File: config.mk
export PLATFORM = sky130hd
export DESIGN_NAME = rv_decode_stage
export DESIGN_NICKNAME = d
export VERILOG_FILES = /design/src/rtl/rv_decode_pkg.sv /design/src/rtl/rv_decode_comb.sv /design/src/rtl/rv_decode_stage.sv
export SDC_FILE = /design/constraint.sdc
export NUM_CORES = 1
export LEC_CHECK = 0
export CORE_ASPECT_RATIO = 1.5
export CORE_MARGIN = 3
export CORE_UTILIZATION = 58
export DETAILED_ROUTE_END_ITERATION = 8
export PLACE_DENSITY = 0.86
export SLEW_MARGIN = 5
export SYNTH_ARGS = -nofsm -noshare
export SYNTH_HDL_FRONTEND = slang
export SYNTH_SLANG_ARGS = --single-unit
export TNS_END_PERCENT = 20
File: constraint.sdc
create_clock -name clk -period 3.1 [get_ports clk]
set_input_delay 0.465 -clock clk [delete_from_list [all_inputs] [get_ports clk]]
set_output_delay 0.465 -clock clk [all_outputs]
set_load 0.02 [all_outputs]
File: src/rtl/rv_decode_pkg.sv
// Shared definitions for the RV32I decode stage: opcodes, one-hot op indices,
// operand formats and the decoded-entry payload.
// Optional feature macro: RV_DECODE_M_EXT_EN (adds the M-extension ops 37-44).
package rv_decode_pkg;

  // Widest PC the entry can carry; the stage truncates to its PC_W (<= 64).
  localparam int unsigned PC_MAX_W = 64;

  localparam logic [6:0] OPC_OP     = 7'b0110011;
  localparam logic [6:0] OPC_OP_IMM = 7'b0010011;
  localparam logic [6:0] OPC_LOAD   = 7'b0000011;
  localparam logic [6:0] OPC_STORE  = 7'b0100011;
  localparam logic [6:0] OPC_BRANCH = 7'b1100011;
  localparam logic [6:0] OPC_JAL    = 7'b1101111;
  localparam logic [6:0] OPC_JALR   = 7'b1100111;
  localparam logic [6:0] OPC_LUI    = 7'b0110111;
  localparam logic [6:0] OPC_AUIPC  = 7'b0010111;

  localparam int unsigned OP_ADD = 0,  OP_SUB = 1,  OP_XOR = 2,  OP_OR = 3,  OP_AND = 4;
  localparam int unsigned OP_SLL = 5,  OP_SRL = 6,  OP_SRA = 7,  OP_SLT = 8, OP_SLTU = 9;
  localparam int unsigned OP_ADDI = 10, OP_XORI = 11, OP_ORI = 12, OP_ANDI = 13, OP_SLLI = 14;
  localparam int unsigned OP_SRLI = 15, OP_SRAI = 16, OP_SLTI = 17, OP_SLTIU = 18;
  localparam int unsigned OP_LB = 19, OP_LH = 20, OP_LW = 21, OP_LBU = 22, OP_LHU = 23;
  localparam int unsigned OP_SB = 24, OP_SH = 25, OP_SW = 26;
  localparam int unsigned OP_BEQ = 27, OP_BNE = 28, OP_BLT = 29, OP_BGE = 30;
  localparam int unsigned OP_BLTU = 31, OP_BGEU = 32;
  localparam int unsigned OP_JAL = 33, OP_JALR = 34, OP_LUI = 35, OP_AUIPC = 36;
  localparam int unsigned OP_MUL = 37;  // mul..remu occupy 37-44 in func3 order

`ifdef RV_DECODE_M_EXT_EN
  localparam int unsigned OP_W = 45;
`else
  localparam int unsigned OP_W = 37;
`endif

  // Operand format; selects which fields are present and how imm is built.
  typedef enum logic [2:0] {
    FMT_NONE, FMT_R, FMT_I, FMT_SH, FMT_S, FMT_B, FMT_U, FMT_J
  } fmt_e;

  // One decoded instruction. imm is kept at 32 bits; it is a sign-extension
  // source, so widening to XLEN happens at the stage output.
  typedef struct packed {
    logic [PC_MAX_W-1:0] pc;
    logic [4:0]          rs1;
    logic [4:0]          rs2;
    logic [4:0]          rd;
    logic [2:0]          func3;
    logic [6:0]          func7;
    logic [31:0]         imm;
    logic                rs1_valid;
    logic                rs2_valid;
    logic                rd_valid;
    logic                func3_valid;
    logic                func7_valid;
    logic                imm_valid;
    logic [OP_W-1:0]     op;
    logic                illegal;
  } entry_t;

endpackage

File: src/rtl/rv_decode_comb.sv
// Combinational RV32I decoder: instruction word + pc -> entry_t.
// Ports: instr (32b word), pc (sideband, PC_MAX_W), entry_c (decoded entry).
// Fields absent from the format read as zero; an unrecognised encoding
// yields op=0, illegal=1 and all flags/fields zero.
// Optional feature macro: RV_DECODE_M_EXT_EN.
module rv_decode_comb
  import rv_decode_pkg::*;
(
  input  logic [31:0]         instr,
  input  logic [PC_MAX_W-1:0] pc,
  output entry_t              entry_c
);

  logic [6:0]  opc;
  logic [2:0]  f3;
  logic [6:0]  f7;
  logic        hit;
  int unsigned op_idx;
  fmt_e        fmt;

  assign opc = instr[6:0];
  assign f3  = instr[14:12];
  assign f7  = instr[31:25];

  // Opcode/func selection of the op index and operand format.
  always_comb begin
    hit    = 1'b0;
    op_idx = 0;
    fmt    = FMT_NONE;
    case (opc)
      OPC_OP: begin
        fmt = FMT_R;
        case (f7)
          7'h00: begin
            hit = 1'b1;
            case (f3)
              3'd0:    op_idx = OP_ADD;
              3'd1:    op_idx = OP_SLL;
              3'd2:    op_idx = OP_SLT;
              3'd3:    op_idx = OP_SLTU;
              3'd4:    op_idx = OP_XOR;
              3'd5:    op_idx = OP_SRL;
              3'd6:    op_idx = OP_OR;
              default: op_idx = OP_AND;
            endcase
          end
          7'h20: begin
            if (f3 == 3'd0) begin hit = 1'b1; op_idx = OP_SUB; end
            if (f3 == 3'd5) begin hit = 1'b1; op_idx = OP_SRA; end
          end
`ifdef RV_DECODE_M_EXT_EN
          7'h01: begin
            hit    = 1'b1;
            op_idx = OP_MUL + 32'(f3);
          end
`endif
          default: ;
        endcase
      end
      OPC_OP_IMM: begin
        fmt = FMT_I;
        hit = 1'b1;
        case (f3)
          3'd0: op_idx = OP_ADDI;
          3'd2: op_idx = OP_SLTI;
          3'd3: op_idx = OP_SLTIU;
          3'd4: op_idx = OP_XORI;
          3'd6: op_idx = OP_ORI;
          3'd7: op_idx = OP_ANDI;
          3'd1: begin
            fmt    = FMT_SH;
            op_idx = OP_SLLI;
            hit    = (f7 == 7'h00);
          end
          default: begin
            // f3 == 5: funct7 picks logical vs arithmetic right shift
            fmt    = FMT_SH;
            op_idx = (f7 == 7'h20) ? OP_SRAI : OP_SRLI;
            hit    = (f7 == 7'h00) || (f7 == 7'h20);
          end
        endcase
      end
      OPC_LOAD: begin
        fmt = FMT_I;
        hit = 1'b1;
        case (f3)
          3'd0:    op_idx = OP_LB;
          3'd1:    op_idx = OP_LH;
          3'd2:    op_idx = OP_LW;
          3'd4:    op_idx = OP_LBU;
          3'd5:    op_idx = OP_LHU;
          default: hit = 1'b0;
        endcase
      end
      OPC_STORE: begin
        fmt = FMT_S;
        hit = 1'b1;
        case (f3)
          3'd0:    op_idx = OP_SB;
          3'd1:    op_idx = OP_SH;
          3'd2:    op_idx = OP_SW;
          default: hit = 1'b0;
        endcase
      end
      OPC_BRANCH: begin
        fmt = FMT_B;
        hit = 1'b1;
        case (f3)
          3'd0:    op_idx = OP_BEQ;
          3'd1:    op_idx = OP_BNE;
          3'd4:    op_idx = OP_BLT;
          3'd5:    op_idx = OP_BGE;
          3'd6:    op_idx = OP_BLTU;
          3'd7:    op_idx = OP_BGEU;
          default: hit = 1'b0;
        endcase
      end
      OPC_JAL:   begin fmt = FMT_J; hit = 1'b1;          op_idx = OP_JAL;   end
      OPC_JALR:  begin fmt = FMT_I; hit = (f3 == 3'd0);  op_idx = OP_JALR;  end
      OPC_LUI:   begin fmt = FMT_U; hit = 1'b1;          op_idx = OP_LUI;   end
      OPC_AUIPC: begin fmt = FMT_U; hit = 1'b1;          op_idx = OP_AUIPC; end
      default: ;
    endcase
  end

  // Format-driven field extraction, immediate assembly and one-hot op.
  always_comb begin
    entry_c    = '0;
    entry_c.pc = pc;
    if (!hit) begin
      entry_c.illegal = 1'b1;
    end else begin
      entry_c.op          = OP_W'(1) << op_idx;
      entry_c.rs1_valid   = (fmt == FMT_R) || (fmt == FMT_I) || (fmt == FMT_SH) ||
                            (fmt == FMT_S) || (fmt == FMT_B);
      entry_c.rs2_valid   = (fmt == FMT_R) || (fmt == FMT_S) || (fmt == FMT_B);
      entry_c.rd_valid    = (fmt == FMT_R) || (fmt == FMT_I) || (fmt == FMT_SH) ||
                            (fmt == FMT_U) || (fmt == FMT_J);
      entry_c.func3_valid = entry_c.rs1_valid;
      entry_c.func7_valid = (fmt == FMT_R) || (fmt == FMT_SH);
      entry_c.imm_valid   = (fmt != FMT_R);
      if (entry_c.rs1_valid)   entry_c.rs1   = instr[19:15];
      if (entry_c.rs2_valid)   entry_c.rs2   = instr[24:20];
      if (entry_c.rd_valid)    entry_c.rd    = instr[11:7];
      if (entry_c.func3_valid) entry_c.func3 = f3;
      if (entry_c.func7_valid) entry_c.func7 = f7;
      case (fmt)
        FMT_I:   entry_c.imm = {{20{instr[31]}}, instr[31:20]};
        FMT_SH:  entry_c.imm = {27'b0, instr[24:20]};  // shamt only
        FMT_S:   entry_c.imm = {{20{instr[31]}}, instr[31:25], instr[11:7]};
        FMT_B:   entry_c.imm = {{19{instr[31]}}, instr[31], instr[7], instr[30:25],
                                instr[11:8], 1'b0};
        FMT_U:   entry_c.imm = {instr[31:12], 12'b0};
        FMT_J:   entry_c.imm = {{11{instr[31]}}, instr[31], instr[19:12], instr[20],
                                instr[30:21], 1'b0};
        default: entry_c.imm = '0;
      endcase
    end
  end

endmodule

File: src/rtl/rv_decode_stage.sv
// Handshaked RV32I decode stage with a 2-entry skid buffer.
// Ports: clk, rst_n (async active-low), flush (sync discard);
//   fetch side  in_valid/in_ready/in_instr/in_pc;
//   execute side out_valid/out_ready/out_pc, rs1/rs2/rd, func3/func7,
//   imm (XLEN, sign-extended), *_valid field flags, op (one-hot), illegal.
// Parameters: XLEN (32 or 64), PC_W (<= 64).
// Optional feature macro: RV_DECODE_M_EXT_EN (M-extension ops, OP_W=45).
module rv_decode_stage
  import rv_decode_pkg::*;
#(
  parameter int unsigned XLEN = 32,
  parameter int unsigned PC_W = 32
) (
  input  logic            clk,
  input  logic            rst_n,
  input  logic            flush,
  input  logic            in_valid,
  output logic            in_ready,
  input  logic [31:0]     in_instr,
  input  logic [PC_W-1:0] in_pc,
  output logic            out_valid,
  input  logic            out_ready,
  output logic [PC_W-1:0] out_pc,
  output logic [4:0]      rs1,
  output logic [4:0]      rs2,
  output logic [4:0]      rd,
  output logic [2:0]      func3,
  output logic [6:0]      func7,
  output logic [XLEN-1:0] imm,
  output logic            rs1_valid,
  output logic            rs2_valid,
  output logic            rd_valid,
  output logic            func3_valid,
  output logic            func7_valid,
  output logic            imm_valid,
  output logic [OP_W-1:0] op,
  output logic            illegal
);

  localparam logic [1:0] ST_EMPTY = 2'd0;
  localparam logic [1:0] ST_ONE   = 2'd1;
  localparam logic [1:0] ST_TWO   = 2'd2;

  logic [1:0] state_q, state_d;
  entry_t     head_q, head_d, skid_q, skid_d, dec_c;
  logic       in_xfer, out_xfer;
  logic       unused_pc_bits;

  rv_decode_comb u_comb (
    .instr   (in_instr),
    .pc      (PC_MAX_W'(in_pc)),
    .entry_c (dec_c)
  );

  assign in_xfer  = in_valid && in_ready;
  assign out_xfer = out_valid && out_ready;

  // Next state and entry-register updates; flush wins over any transfer.
  always_comb begin
    state_d = state_q;
    head_d  = head_q;
    skid_d  = skid_q;
    if (flush) begin
      state_d = ST_EMPTY;
    end else begin
      case (state_q)
        ST_EMPTY: begin
          if (in_xfer) begin
            state_d = ST_ONE;
            head_d  = dec_c;
          end
        end
        ST_ONE: begin
          if (in_xfer && out_xfer) begin
            head_d = dec_c;
          end else if (in_xfer) begin
            state_d = ST_TWO;
            skid_d  = dec_c;
          end else if (out_xfer) begin
            state_d = ST_EMPTY;
          end
        end
        ST_TWO: begin
          if (out_xfer) begin
            state_d = ST_ONE;
            head_d  = skid_q;
          end
        end
        default: state_d = ST_EMPTY;
      endcase
    end
  end

  // State, entries and the registered handshake outputs.
  always_ff @(posedge clk or negedge rst_n) begin
    if (!rst_n) begin
      state_q   <= ST_EMPTY;
      head_q    <= '0;
      skid_q    <= '0;
      in_ready  <= 1'b1;
      out_valid <= 1'b0;
    end else begin
      state_q   <= state_d;
      head_q    <= head_d;
      skid_q    <= skid_d;
      in_ready  <= (state_d != ST_TWO);
      out_valid <= (state_d != ST_EMPTY);
    end
  end

  assign out_pc      = PC_W'(head_q.pc);
  assign rs1         = head_q.rs1;
  assign rs2         = head_q.rs2;
  assign rd          = head_q.rd;
  assign func3       = head_q.func3;
  assign func7       = head_q.func7;
  assign imm         = XLEN'($signed(head_q.imm));
  assign rs1_valid   = head_q.rs1_valid;
  assign rs2_valid   = head_q.rs2_valid;
  assign rd_valid    = head_q.rd_valid;
  assign func3_valid = head_q.func3_valid;
  assign func7_valid = head_q.func7_valid;
  assign imm_valid   = head_q.imm_valid;
  assign op          = head_q.op;
  assign illegal     = head_q.illegal;

  // PC bits above PC_W are never observed.
  assign unused_pc_bits = ^head_q.pc;

endmodule

==> results of run 1 <==
synth_stat cells (3+ instances only):
cell type | n | share of area
buf_6 | 3 | 0.0027
nand3_1 | 71 | 0.029
nand2b_1 | 3 | 0.0015
clkbuf_1 | 84 | 0.026
nor4_1 | 6 | 0.0031
nand4_1 | 9 | 0.0046
a311oi_1 | 3 | 0.0021
nor3_1 | 9 | 0.0037
buf_2 | 14 | 0.0057
o311ai_0 | 4 | 0.0028
and2_1 | 8 | 0.0041
buf_1 | 9 | 0.0027
a21o_1 | 6 | 0.0037
nand2_1 | 319 | 0.097
o211ai_1 | 3 | 0.0018
o21ai_0 | 91 | 0.037
o31ai_1 | 26 | 0.016
and3_1 | 31 | 0.016
o311ai_1 | 3 | 0.0021
buf_4 | 4 | 0.0024
nor2b_1 | 9 | 0.0046
o22ai_1 | 32 | 0.016
a21oi_1 | 110 | 0.045
nor2_1 | 103 | 0.031
and4b_1 | 4 | 0.0033
dfrtp_1 | 267 | 0.54
or3_1 | 6 | 0.0031
inv_1 | 15 | 0.0046
a31o_2 | 4 | 0.0028
a22o_1 | 16 | 0.011
a31oi_1 | 41 | 0.021
a221o_1 | 3 | 0.0024
mux2_2 | 3 | 0.0027
cells by family after synthesis:
family | Yosys count | share of synthesized area
AO/OA/AOI/OAI | 367 | 0.183
XOR/XNOR | 2 | 0.00142
adder cells (fa/ha/maj) | 1 | 0.000813
buffers and inverters | 130 | 0.0450
flip-flops | 268 | 0.545
multiplexers | 4 | 0.00356
AND/OR/NAND/NOR | 602 | 0.221
worst paths after layout:
check | to | from | slack [ns] | depth (start not counted)
setup / recovery | skid_q[1] | in_instr[26] | 0.39 | 9
hold / removal | func7[1] | func7[1] | 0.47 | 2
setup reg to reg | op[9] | in_ready | 0.79 | 6
hold reg to reg | func7[1] | func7[1] | 0.47 | 2
max in group asynchronous | in_ready | rst_n | 1.61 | 3
min in group asynchronous | func7[2] | rst_n | 0.56 | 2
layout make-up:
cell class	count	area [um^2]
clock inverter	12	125
inverter	15	56.3
timing repair buffer	277	2750
sequential	268	6710
clock buffer	36	759
fill	1450	4860
multi-input combinational	976	5080
tap	264	330
stage by stage:
step                instance area [um^2]  std cells
CTS                                15800       1848
detailed placement                 14900       1799
floorplan                          12300       1374
finish                             15800       1848
global placement                   14900       1799
global route                       15800       1848
power groups by stage:
stage,registers (mW),clock network [mW],logic [mW]
global route,4.37,3.43,2.48
finish,4.31,3.23,2.30
floorplan,4.72,0,0.773
detailed placement,4.36,0,2.30
global placement,4.34,0,2.24
CTS,4.31,3.26,2.31
state kept, by name, indices dropped and copies added, names as in the netlist, 2 cells and up:
register	cells
out_pc	32
func3	3
func7	7
state_q	2
rs2	5
rd	5
op	37
skid_q	132
rs1	5
imm	32
routing by layer:
| metal | up-vias | routed length [um] | global-route usage |
|---|---|---|---|
| met1 | 5596 | 14200 | 0.404 |
| li1 | 5182 | - | - |
| met2 | 500 | 18400 | 0.537 |
| met4 | 0 | 1430 | 0.123 |
| met5 | - | 0 | 0 |
| met3 | 97 | 2170 | 0.0342 |
worst max-delay path: cells and delay by family:
family                 cells  cell delay [ns]
AND/OR/NAND/NOR            4             1.13
buffers and inverters      3             0.90
AO/OA/AOI/OAI              2             0.63
==> key figures, run 1 <==
Status
  • Status: finished clean

Clock tree
  • Post-CTS setup buffers: 0
  • CTS Buf Count: 26
  • # resized after CTS: 0
  • Clk slew on worst S/H paths: 0.06 ns
  • Root Driver: clkbuf_16
  • Clock latency on the worst-skew pair: 0.53 ns
  • CTS HTree Levels: 1
  • Sink Count: 268
  • Post-CTS Hold Buffers: 1
  • CTS tree: done
  • Clock tree buffer depth: 3

Detailed routing
  • Routed WL: 36.2 mm
  • Vias per cell: 6.16
  • DRT Pass-1 Iters: 5
  • ANT nets after route: 0
  • Vias: 11,400
  • Remaining DRCs: 0
  • Avg WL per Cell: 19.6 um
  • Initial DRC count: 911

Timing
  • Worst-margin pin slew: 0.923 ns
  • RSZ-0062 raised after global routing: no
  • Slew headroom: 0.384
  • Max-slew violation count: 0
  • Worst Skew: 0.0160 ns
  • Final Hold Fails: 0
  • Period utilisation layout: 0.876
  • Setup WS post-layout: 0.386 ns
  • Max frequency: 368 MHz
  • Post-route setup TNS: 0 ns
  • Shortest period the worst path allows: 2.71 ns
  • Final-report setup violation count: 0
  • Hold slack final: 0.471 ns

Worst setup path
  • Critical Path, Cell by Cell: clkdlybuf4s50_1 -> nor4_1 -> buf_4 -> and4b_1 -> nor4_1 -> o311a_4 -> or3_1 -> buf_4 -> o31ai_1
  • Largest stage delay, worst path: 0.49 ns
  • CP Data Arrival Time: 3.13 ns
  • Setup crit end kind: register
  • Critical path's slowest cell: nor4_1
  • WP data required: 3.52 ns
  • CP Class: in2reg
  • Critical Path Start Type: primary input
  • Worst-path fanout max: 16

Cells and area
  • Layout cells sized above 1: 0.0934
  • Area Overhead vs Synth: 28.4%
  • Final Util: 0.765
  • Most common cell after layout, fill and taps aside: nand2_1
  • Nets: 1,633
  • Commonest cells after routing, fill and taps aside: 319 x nand2_1, 267 x dfrtp_1, 202 x clkdlybuf4s50_1
  • Number of diodes: 0

Pwr
  • Leakage: 7.21 nW
  • Flop pwr share: 0.438
  • Power Density: 623 nW/um^2
  • Max IR drop VDD: 502 uV
  • Int Power: 6.91 mW
  • Net Sw Power: 2.94 mW
  • Clock share of power: 0.328
  • Switching share of power: 0.298
  • Final Total Pwr: 9.84 mW
  • Comb power frac: 0.234

Placed design
  • RePlAce Congestion: 0.984
  • Number of port buffers: 203
  • Detailed Place HPWL: 24.5 mm
  • Placement Setup Slack: -0.138 ns

Yosys
  • Post-synth top flop: dfrtp_1
  • Syn Inst Count: 1,374
  • Post-synth cell types: 75
  • Sequential share of the synthesized area: 0.545
  • FFs w/ async S/R, synth: 1.00
  • Syn nets: 1,443
  • Ys Warns: 0
  • Post-Synthesis Cell Area: 12,300 um^2
  • Syn Area/Cell: 8.96 um^2
  • Count of flip-flops with a built-in enable after synthesis: 0
  • Flops & latches, synth: 268

Global route
  • Vias in the first global route: 11,100
  • Largest net degree at the start of global routing: 104
  • Final global-route overflow total: 0
  • Initial antenna violation count: 0
  • GRT Total Usage: 0.310
  • First-pass GRT wire length: 58.6 mm

Die
  • CORE AREA: 20,700 um^2
  • Die H: 184 um
  • Die X: 125 um
  • Top Ports: 204
  • Die area: 23,000 um^2
  • Row cnt: 64
  • Initial core utilization: 0.596

Worst hold path
  • Worst min path class: reg2reg

Run
  • Max Cap Violations: 0
Note: power is estimated with default switching activity, not from simulation.
==> inputs of run 2 (changes only) <==
--- a/config.mk
+++ b/config.mk
@@ -7,9 +7,9 @@
 export LEC_CHECK = 0
 export CORE_ASPECT_RATIO = 1.5
 export CORE_MARGIN = 3
-export CORE_UTILIZATION = 58
+export CORE_UTILIZATION = 46
 export DETAILED_ROUTE_END_ITERATION = 8
-export PLACE_DENSITY = 0.86
+export PLACE_DENSITY = 0.71
 export SLEW_MARGIN = 5
 export SYNTH_ARGS = -nofsm -noshare
 export SYNTH_HDL_FRONTEND = slang
==> run 2 against run 1 <==
Net effect:
- global-route usage down 6.1 points
- clock power about the same
- die area up 25%
- fmax down 2.8%
- sequential share of layout area down 0.58 points
- first-iteration DRC count down 28%
- final area up 1.4%
- total power down 0.17%
- critical endpoint is now skid_q[4]
==> key figures, run 2 (same netlist as run 1, synthesis figures left out) <==
Status
  • Status: finished clean

Timing
  • Slew headroom: 0.560 (+0.176)
  • Worst-margin pin slew: 0.660 ns (-0.263 ns)
  • Shortest period the worst path allows: 2.79 ns (+0.0786 ns)
  • Max frequency: 358 MHz (-2.8%)
  • Max-slew violation count: 0 (unchanged)
  • Setup WS post-layout: 0.307 ns (-0.0786 ns)
  • RSZ-0062 raised after global routing: no
  • Final Hold Fails: 0 (unchanged)
  • Period utilisation layout: 0.901 (+0.0254)
  • Worst Skew: 0.0162 ns (+0.000201 ns)
  • Final-report setup violation count: 0 (unchanged)

Worst setup path
  • Crit path top cell by count: nor4_1
  • Critical Path, Cell by Cell: clkdlybuf4s50_1 -> nor4_1 -> buf_4 -> and4b_1 -> nor4_1 -> o311a_4 -> or3_1 -> buf_12 -> o31ai_1
  • CP Data Arrival Time: 3.22 ns (+0.09 ns)
  • WP data required: 3.53 ns (about the same)
  • Largest stage delay, worst path: 0.57 ns (+0.08 ns)
  • Worst-path fanout max: 16 (unchanged)
  • Setup crit end kind: register
  • Critical Path Start Type: primary input
  • Critical path's slowest cell: nor4_1
  • CP Class: in2reg

Cells and area
  • Most common cell after layout, fill and taps aside: nand2_1
  • Cell Count, Final, Fillers Out: 1,931 (+4.5%)
  • Layout cells sized above 1: 0.100 (+0.00682)
  • Commonest cells after routing, fill and taps aside: 319 x nand2_1, 267 x dfrtp_1, 202 x clkdlybuf4s50_1
  • Fillers: 2,267 (+56%)
  • Nets: 1,648 (+0.92%)
  • Area Overhead vs Synth: 30.2%
  • Largest Register: skid_q
  • Max FFs per register: 132 (unchanged)

Placed design
  • Placement Setup Slack: -0.485 ns (-0.347 ns)
  • Detailed Place HPWL: 25.5 mm (+4.1%)
  • Number of port buffers: 203 (unchanged)
  • Dpl cells: 1,883 (+4.7%)
  • RePlAce Congestion: 0.887 (-9.9%)

Detailed routing
  • Remaining DRCs: 0 (unchanged)
  • Initial DRC count: 653 (-28%)
  • Routed WL: 36.9 mm (+1.9%)
  • Avg WL per Cell: 19.1 um (-2.5%)
  • DRT Pass-1 Iters: 4 (-1)
  • Vias per cell: 5.70 (-7.3%)
  • Vias: 11,000 (-3.2%)
  • ANT nets after route: 0 (unchanged)

Clock tree
  • Post-CTS setup buffers: 0 (unchanged)
  • CTS Buf Count: 26 (unchanged)
  • CTS HTree Levels: 1 (unchanged)
  • Sink Count: 268 (unchanged)
  • Clock tree buffer depth: 3 (unchanged)
  • Clock latency on the worst-skew pair: 0.54 ns (about the same)
  • Clk slew on worst S/H paths: 0.06 ns (about the same)
  • CTS tree: done
  • Root Driver: clkbuf_16

Worst hold path
  • Worst min path class: reg2reg

Pwr
  • Max IR drop VDD: 475 uV (-5.3%)
  • Leakage: 7.30 nW (+1.2%)
  • Power Density: 613 nW/um^2 (-1.5%)

Global route
  • First-pass GRT wire length: 58.7 mm (about the same)
  • GRT Total Usage: 0.249 (-0.0613)
  • Initial antenna violation count: 2 (+2)
  • Vias in the first global route: 10,900 (-2.5%)
  • Largest net degree at the start of global routing: 104 (unchanged)
  • Final global-route overflow total: 0 (unchanged)

Die
  • Die H: 206 um (+12%)
  • Initial core utilization: 0.473 (-0.123)
  • Die X: 140 um (+12%)
  • Top Ports: 204 (unchanged)
  • CORE AREA: 26,000 um^2 (+26%)
  • Row cnt: 72 (+13%)
  • Die area: 28,800 um^2 (+25%)

Run
  • Max Cap Violations: 0 (unchanged)
-- run 2: report_power, final --
group          leakage (nW)  internal [mW]  switching, mW
Sequential             3.49           4.01          0.288
Clock                 0.432           1.89           1.33
Combinational          3.37           1.02           1.28
-- run 2: layout make-up --
type                            count  area, um^2  area share
Multi-Input combinational cell    976        5080       0.317
Clock inverter                      8        90.1     0.00562
Sequential cell                   268        6710       0.419
Inverter                           15        56.3     0.00351
Tap cell                          333         417      0.0260
Antenna cell                        2        5.00    0.000312
Timing Repair Buffer              292        2900       0.181
Clock buffer                       37         773      0.0483
-- run 2: path summary, 6_finish.rpt --
path | depth (start not counted) | slack, ns | endpoint | startpoint
worst min register to register | 2 | 0.47 | skid_q[68] | skid_q[68]
min in group asynchronous | 2 | 0.52 | skid_q[107] | rst_n
worst min-delay path | 2 | 0.47 | skid_q[68] | skid_q[68]
max in group asynchronous | 3 | 1.73 | in_ready | rst_n
worst max register to register | 7 | 0.84 | rd[3] | in_ready
worst max-delay path | 9 | 0.31 | skid_q[4] | in_instr[26]
-- run 2: worst max-delay path, delay by kind of cell --
family	cells	cell delay [ns]
compound gates	2	0.60
buf+inv	3	0.87
simple gates	4	1.27
-- run 2: stage by stage --
step	hold WS (ns)	utilization	cell area (um^2)	total power, mW	setup TNS (ns)
detailed placement	0.457	0.582	15100	6.68	-14.56
floorplan	0.169	-	12300	5.49	0
CTS	0.471	0.615	16000	9.93	0
global route	0.490	0.615	16000	10.3	0
global placement	0.452	0.582	15100	6.63	-16.87
finish	0.470	0.615	16000	9.82	0
-- run 2: per-layer routing --
metal	GRT usage	wire, um	vias to the layer above
li1	-	-	5211
met1	0.313	15100	5415
met2	0.440	18800	320
met3	0.0326	1730	69
met4	0.0914	1310	0
met5	0	0	-
-- run 2: timing repair --
action | in CTS | in global routing
endpoints found under the hold margin | 76 | 0
gates resized for setup | 0 | 1
endpoints found under the setup margin | 0 | 6
hold buffers | 1 | 0
